==> src/rtl/sum_io_rd_pkg.sv <==
// Shared types and helpers for the sum_io RAM block reader.
package sum_io_rd_pkg;

    typedef enum logic [1:0] {
        ST_IDLE  = 2'd0,
        ST_RUN   = 2'd1,
        ST_DRAIN = 2'd2,
        ST_DONE  = 2'd3
    } rd_state_e;

    localparam int FIFO_DEPTH = 2;

    // Operands arrive zero-extended, so start+len and base+span cannot wrap.
    function automatic logic range_ok(input logic [31:0] start,
                                      input logic [31:0] count,
                                      input logic [31:0] base,
                                      input logic [31:0] span);
        return (start >= base) && ((start + count) <= (base + span));
    endfunction

endpackage

==> src/rtl/sum_io_rd_fifo2.sv <==
// Two-entry register FIFO; e0 is always the head so dout needs no read mux.
module sum_io_rd_fifo2 #(
    parameter int DataWidth = 400
) (
    input  logic                 clk,
    input  logic                 reset,
    input  logic                 push,
    input  logic                 pop,
    input  logic [DataWidth-1:0] din,
    output logic [DataWidth-1:0] dout,
    output logic [1:0]           count
);

    logic [DataWidth-1:0] e0_q, e0_d, e1_q, e1_d;
    logic [1:0]           cnt_q, cnt_d;

    always_comb begin
        e0_d  = e0_q;
        e1_d  = e1_q;
        cnt_d = cnt_q;
        unique case ({push, pop})
            2'b10: begin
                if (cnt_q == 2'd0) e0_d = din;
                else               e1_d = din;
                cnt_d = cnt_q + 2'd1;
            end
            2'b01: begin
                e0_d  = e1_q;
                cnt_d = cnt_q - 2'd1;
            end
            2'b11: begin
                // Simultaneous push/pop keeps the count; the new word lands behind the survivor.
                if (cnt_q == 2'd1) begin
                    e0_d = din;
                end else begin
                    e0_d = e1_q;
                    e1_d = din;
                end
            end
            default: ;
        endcase
    end

    always_ff @(posedge clk or negedge reset) begin
        if (!reset) begin
            e0_q  <= '0;
            e1_q  <= '0;
            cnt_q <= '0;
        end else begin
            e0_q  <= e0_d;
            e1_q  <= e1_d;
            cnt_q <= cnt_d;
        end
    end

    assign dout  = e0_q;
    assign count = cnt_q;

endmodule

==> src/rtl/sum_io_mem_reader.sv <==
// Reads a contiguous block from the sum_io RAM and streams it out with backpressure.
// Optional rd_csum output (XOR of transferred beats) under SUM_IO_RD_CHECKSUM_EN.
module sum_io_mem_reader
    import sum_io_rd_pkg::*;
#(
    parameter int DataWidth    = 400,
    parameter int AddressWidth = 13,
    parameter int BaseAddr     = 4000,
    parameter int AddressRange = 1000
) (
    input  logic                    clk,
    input  logic                    reset,
    input  logic                    ap_start,
    input  logic [AddressWidth-1:0] start_addr,
    input  logic [AddressWidth-1:0] len,
    output logic                    ap_idle,
    output logic                    ap_done,
    output logic                    ap_err,
    output logic [AddressWidth-1:0] address0,
    output logic                    ce0,
    input  logic [DataWidth-1:0]    q0,
    output logic [DataWidth-1:0]    m_data,
    output logic                    m_valid,
    input  logic                    m_ready,
    output logic                    m_last
`ifdef SUM_IO_RD_CHECKSUM_EN
    ,
    output logic [DataWidth-1:0]    rd_csum
`endif
);

    rd_state_e               state_q, state_d;
    logic [AddressWidth-1:0] addr_q, addr_d;
    logic [AddressWidth-1:0] len_q, len_d;
    logic [AddressWidth-1:0] issue_q, issue_d;
    logic [AddressWidth-1:0] out_q, out_d;
    logic                    err_q, err_d;
    logic                    inflight_q;
    logic [DataWidth-1:0]    fifo_head;
    logic [1:0]              fifo_cnt;
    logic [1:0]              occ_after;
    logic                    xfer;
    logic                    ok;

    sum_io_rd_fifo2 #(.DataWidth(DataWidth)) u_fifo (
        .clk   (clk),
        .reset (reset),
        .push  (inflight_q),
        .pop   (xfer),
        .din   (q0),
        .dout  (fifo_head),
        .count (fifo_cnt)
    );

    assign m_valid = (fifo_cnt != 2'd0);
    assign m_data  = fifo_head;
    assign xfer    = m_valid && m_ready;
    assign m_last  = m_valid && (out_q == (len_q - AddressWidth'(1)));

    // Occupancy counts the pop happening this cycle so a full-rate stream can keep issuing.
    assign occ_after = fifo_cnt - 2'(xfer) + 2'(inflight_q);
    assign ce0       = (state_q == ST_RUN) && (issue_q != len_q)
                       && (occ_after < 2'(FIFO_DEPTH));
    assign address0  = (state_q == ST_RUN) ? (addr_q + issue_q) : '0;

    assign ok = range_ok(32'(start_addr), 32'(len), 32'(BaseAddr), 32'(AddressRange));

    assign ap_idle = (state_q == ST_IDLE);
    assign ap_done = (state_q == ST_DONE);
    assign ap_err  = ap_done && err_q;

    always_comb begin
        state_d = state_q;
        addr_d  = addr_q;
        len_d   = len_q;
        issue_d = issue_q;
        out_d   = out_q + AddressWidth'(xfer);
        err_d   = err_q;
        unique case (state_q)
            ST_IDLE: begin
                if (ap_start) begin
                    addr_d  = start_addr;
                    len_d   = len;
                    issue_d = '0;
                    out_d   = '0;
                    err_d   = !ok;
                    state_d = (!ok || (len == '0)) ? ST_DONE : ST_RUN;
                end
            end
            ST_RUN: begin
                if (ce0) issue_d = issue_q + AddressWidth'(1);
                if (issue_d == len_q) state_d = ST_DRAIN;
            end
            ST_DRAIN: begin
                // Finish on the cycle of the final transfer so ap_done follows it directly.
                if ((out_d == len_q) && !inflight_q) state_d = ST_DONE;
            end
            ST_DONE: state_d = ST_IDLE;
            default: state_d = ST_IDLE;
        endcase
    end

    always_ff @(posedge clk or negedge reset) begin
        if (!reset) begin
            state_q    <= ST_IDLE;
            addr_q     <= '0;
            len_q      <= '0;
            issue_q    <= '0;
            out_q      <= '0;
            err_q      <= 1'b0;
            inflight_q <= 1'b0;
        end else begin
            state_q    <= state_d;
            addr_q     <= addr_d;
            len_q      <= len_d;
            issue_q    <= issue_d;
            out_q      <= out_d;
            err_q      <= err_d;
            inflight_q <= ce0;
        end
    end

`ifdef SUM_IO_RD_CHECKSUM_EN
    logic [DataWidth-1:0] csum_q, csum_d;

    always_comb begin
        csum_d = csum_q;
        if ((state_q == ST_IDLE) && ap_start) csum_d = '0;
        else if (xfer)                        csum_d = csum_q ^ fifo_head;
    end

    always_ff @(posedge clk or negedge reset) begin
        if (!reset) csum_q <= '0;
        else        csum_q <= csum_d;
    end

    assign rd_csum = csum_q;
`endif

endmodule

==> config.mk <==
export PLATFORM = sky130hd
export DESIGN_NAME = sum_io_mem_reader
export DESIGN_NICKNAME = d
export VERILOG_FILES = /design/src/rtl/sum_io_rd_pkg.sv /design/src/rtl/sum_io_rd_fifo2.sv /design/src/rtl/sum_io_mem_reader.sv
export SDC_FILE = /design/constraint.sdc
export NUM_CORES = 2
export LEC_CHECK = 0
export BUFFER_PORTS_ARGS = -buffer_cell sky130_fd_sc_hd__buf_4
export CAP_MARGIN = 20
export CELL_PAD_IN_SITES_DETAIL_PLACEMENT = 1
export CELL_PAD_IN_SITES_GLOBAL_PLACEMENT = 1
export CORE_MARGIN = 5
export CORE_UTILIZATION = 30
export DETAILED_ROUTE_END_ITERATION = 7
export PLACE_DENSITY_LB_ADDON = 0.1
export SLEW_MARGIN = 20
export SYNTH_ARGS = -nofsm -noshare
export SYNTH_HDL_FRONTEND = slang
export SYNTH_HIERARCHICAL = 1
export SYNTH_SLANG_ARGS = --single-unit
==> constraint.sdc <==
create_clock -name clk -period 3.7 [get_ports clk]
set_input_delay 0.185 -clock clk [delete_from_list [all_inputs] [get_ports clk]]
set_output_delay 0.185 -clock clk [all_outputs]
set_load 0.005 [all_outputs]
==> impl_metrics.py <==
metrics = {
    "status": {
        "status": "finished, final reports clean",
    },
    "timing": {
        "setup_viol_count_final": 0,
        "finalCriticalPeriod_ns": 3.604,
        "fmax_mhz": 277.5,
        "skew_ns": 0.04326,
        "tightest_slew_ns": 1.146,
        "hold_viol": 0,
        "slew_headroom_pct": 23.61,
        "min_period_over_period_pct": 97.40,
        "drv_slew": 0,
        "rsz0062_at_grt": "true",
        "finalSetupTns_ns": 0,
    },
    "worst_setup_path": {
        "reg2reg_from": "u_fifo/count[1]$_DFFE_PN0P_",
        "cp-start-kind": "flip-flop",
        "cp_cell_sequence": "ha_4 -> fa_2 -> a21o_1 -> a21oi_2 -> o21bai_1 -> a21oi_2 -> o21bai_1 -> a211o_1 -> a2111oi_4 -> o21ai_1 -> a21oi_1 -> buf_4",
        "worst_path_largest_cell_delay_ns": 0.46,
        "r2r_cells": 12,
        "cp.required_ns": 3.51,
        "ff2ff_setup_slack_ns": 0.22,
        "crit_slowest_cell": "dfrtp_2",
        "worstPathArrival_ns": 3.42,
        "cp-end-kind": "output port",
        "r2r-end": "state_q[1]$_DFFE_PN0P_",
        "worstSetupPathType": "reg2out",
        "crit_path_max_fanout": 6,
    },
    "route": {
        "drt_iter0_markers": 2043,
        "routed_wl_um": 167000,
        "drc": 0,
        "ant_nets": 0,
        "vias_per_cell": 5.242,
        "vias": 35440,
        "firstDrtPassIters": 5,
        "post_drt_wl_per_cell_um": 24.70,
    },
    "logic_synthesis": {
        "synthMuxAreaShare_pct": 11.39,
        "synth_warnings": 6,
        "synthFlopType": "dfrtp_1",
        "synth_xor_area_share_pct": 1.723,
        "synthAdderAreaFrac_pct": 1.377,
        "synth_edf_count": 0,
        "ys_seq_area_share_pct": 53.47,
        "synth_compound_area_share_pct": 18.45,
        "synth_cells": 3795,
        "yosys.area_share.simple_pct": 8.352,
        "ys_types": 79,
        "yosys_register_bits": 858,
        "netlist_area_mm2": 0.04015,
        "synth_fp_nets": 4268,
        "async_flop_share_pct": 100.0,
        "avgSynthCellArea_um2": 10.58,
        "synth_top_family_by_area": "compound AO/OA/AOI/OAI gates",
    },
    "cells_and_area": {
        "fin_util_pct": 42.05,
        "area_delta_synth_final_pct": 39.61,
        "mostFrequentLayoutCells": "902 x buf_4, 857 x dfrtp_1, 430 x a21oi_1, 428 x dlygate4sd3_1, 420 x nand3_1",
        "nets": 5362,
        "drive_above_1_share_pct": 31.56,
        "final_common_cell": "buf_4",
    },
    "global_route": {
        "grt_max_degree": 181,
        "met2_usage_pct": 38.53,
        "grt_use_met1_pct": 29.22,
        "grt.total_usage_pct": 22.83,
        "grt_busiest_layer": "met2",
        "antenna_found_initial": 23,
        "grt_pass1_vias": 38180,
        "grt_use_met3_pct": 4.892,
        "gr-total-overflow": 0,
        "grt_pass1_wl_um": 251500,
    },
    "placement": {
        "place_congestion": 0.7847,
        "numPortBuffers": 848,
        "post-dp-hpwl_um": 107200,
    },
    "floorplan": {
        "io_pins": 849,
        "die_w_um": 375.8,
        "start_util_pct": 30.12,
        "die_h_um": 375.8,
        "core_mm2": 0.1333,
        "rows": 134,
        "die_area_mm2": 0.1413,
    },
    "clocking": {
        "clkLatencyLatePin_ns": 0.72,
        "cts_tree": "built",
        "cts_num_sinks": 858,
        "cts.clk_slew.worst_paths_ns": 0.06,
        "cts_buffer_depth": 3,
        "cts-buffers-inserted": 104,
        "ctsRootBufferMaster": "clkbuf_16",
        "cts.htree.levels": 3,
    },
    "worst_hold_path": {
        "hold_class": "in2async",
    },
    "power_and_ir_drop": {
        "leakage_nw": 24.27,
        "p_comb_share_pct": 44.2,
        "sw_frac_of_total_pct": 38.07,
        "p_switching_w": 0.01892,
        "power_density_mw_per_mm2": 886.7,
        "p_seq_share_pct": 34.3,
        "internal_power_w": 0.03078,
        "ir_drop_uv": 475.2,
        "clockPowerShare_pct": 21.5,
    },
    "run": {
        "max-cap-violations": 0,
    },
}
==> logic make-up (layout without fill, tap and decap cells) <==
| family | after synthesis | count (layout) |
|---|---|---|
| AO/OA/AOI/OAI | 1336 | 1336 |
| flip-flops | 858 | 858 |
| AND/OR/NAND/NOR | 673 | 673 |
| buffers and inverters | 409 | 1589 |
| multiplexers | 406 | 406 |
| XOR/XNOR | 70 | 70 |
| adder cells (fa/ha/maj) | 43 | 43 |
| other | 0 | 17 |
==> worst max-delay path by stage <==
| stage | slack, ns | from | to |
|---|---|---|---|
| after floorplan | 0.53 | u_fifo/count[0]$_DFFE_PN0P_ | state_q[1]$_DFFE_PN0P_ |
| after global placement | 0.22 | u_fifo/count[1]$_DFFE_PN0P_ | state_q[1]$_DFFE_PN0P_ |
| after detailed placement | 0.22 | u_fifo/count[1]$_DFFE_PN0P_ | state_q[1]$_DFFE_PN0P_ |
| after CTS | 0.003 | issue_q[0]$_DFFE_PN0P_ | address0[12] |
| after global routing | -0.15 | issue_q[0]$_DFFE_PN0P_ | address0[12] |
| final | 0.1 | issue_q[0]$_DFFE_PN0P_ | address0[12] |
==> registers in the layout, summed over array words and instances, names as in the netlist, 2 cells and up <==
register and flops:
len_q 13, u_fifo/count 2, u_fifo/dout 400, issue_q 13
out_q 13, state_q 2, u_fifo/e1_q 400, addr_q 13
==> final cells by class <==
class                           instances  area, um2
Fill cell                           14610      77240
Sequential cell                       858      21470
Multi-Input combinational cell       2528      16710
Timing Repair Buffer                 1374      11930
Clock buffer                          161       3189
Tap cell                             1768       2212
Clock inverter                         31      401.6
Inverter                               23      96.34
Antenna cell                           17      42.54
==> metal layers <==
layer  vias to the layer above  routed length [um]
li1                      16180                   -
met1                     18210               70380
met2                       837               81530
met3                       202                9760
met4                        12                5248
met5                         -                  79
==> what timing repair did <==
| item | CTS | global route |
|---|---|---|
| setup buffers | 0 | 0 |
| pin swaps | 3 | 0 |
| hold buffers | 428 | 0 |
| gates resized for setup | 10 | 7 |
| endpoints found under the hold margin | 891 | 0 |
| setup endpoints to repair | 3 | 4 |
| gates cloned | 0 | 0 |
==> stage by stage <==
step	std cells	total power (W)	instance area, um2	worst slack (ns)	hold WS [ns]
finish	6760	0.04970	56050	0.09609	0.06618
global route	6757	0.05298	56050	-0.1491	0.08555
CTS	6743	0.05033	55970	0.003464	0.06164
detailed placement	6123	0.03899	48060	0.2230	0.2493
global placement	6123	0.03851	48050	0.2196	0.2547
floorplan	3795	0.02905	40150	0.5334	-0.1106
==> synthesized netlist by cell type, drive strengths merged (3+ instances only) <==
cell type | count | area (um2)
xnor2 | 40 | 429.2
nand2 | 107 | 401.6
dfrtp | 858 | 21470
o211ai | 5 | 37.54
a211oi | 5 | 37.54
ha | 41 | 513.0
nor2b | 3 | 18.77
a22o | 3 | 26.28
xor2 | 30 | 262.8
nor2 | 55 | 214.0
o21bai | 8 | 60.06
nor4 | 5 | 46.29
and3 | 7 | 43.79
nand4 | 11 | 90.08
a31oi | 404 | 2527
o2111ai | 3 | 32.53
clkbuf | 186 | 700.7
inv | 22 | 85.09
a22oi | 4 | 30.03
o22ai | 6 | 37.54
nand2b | 8 | 50.05
a21o | 6 | 45.04
mux2i | 3 | 30.03
nand3 | 422 | 2125
o21ai | 435 | 2188
and2b | 5 | 40.04
and2 | 9 | 57.56
or3 | 7 | 43.79
o31ai | 4 | 43.79
a21oi | 433 | 2167
mux2 | 403 | 4542
a2111oi | 3 | 26.28
buf | 199 | 1304
nor3 | 21 | 110.1
==> worst max-delay path: cells and delay by family (launching register included) <==
family	cells	cell delay (ns)
DFF	1	0.46
buffers and inverters	1	0.14
adders and majority gates	2	0.53
AOI/OAI and AO/OA	9	1.59
==> power groups by stage <==
stage                     Sequential, W  Combinational [W]  Clock (W)
after floorplan                  0.0165             0.0126          0
after global placement           0.0170             0.0215          0
after detailed placement         0.0172             0.0218          0
after CTS                        0.0171             0.0222     0.0110
after global routing             0.0176             0.0240     0.0114
final                            0.0171             0.0220     0.0107
(Power assumes the default switching activity.)
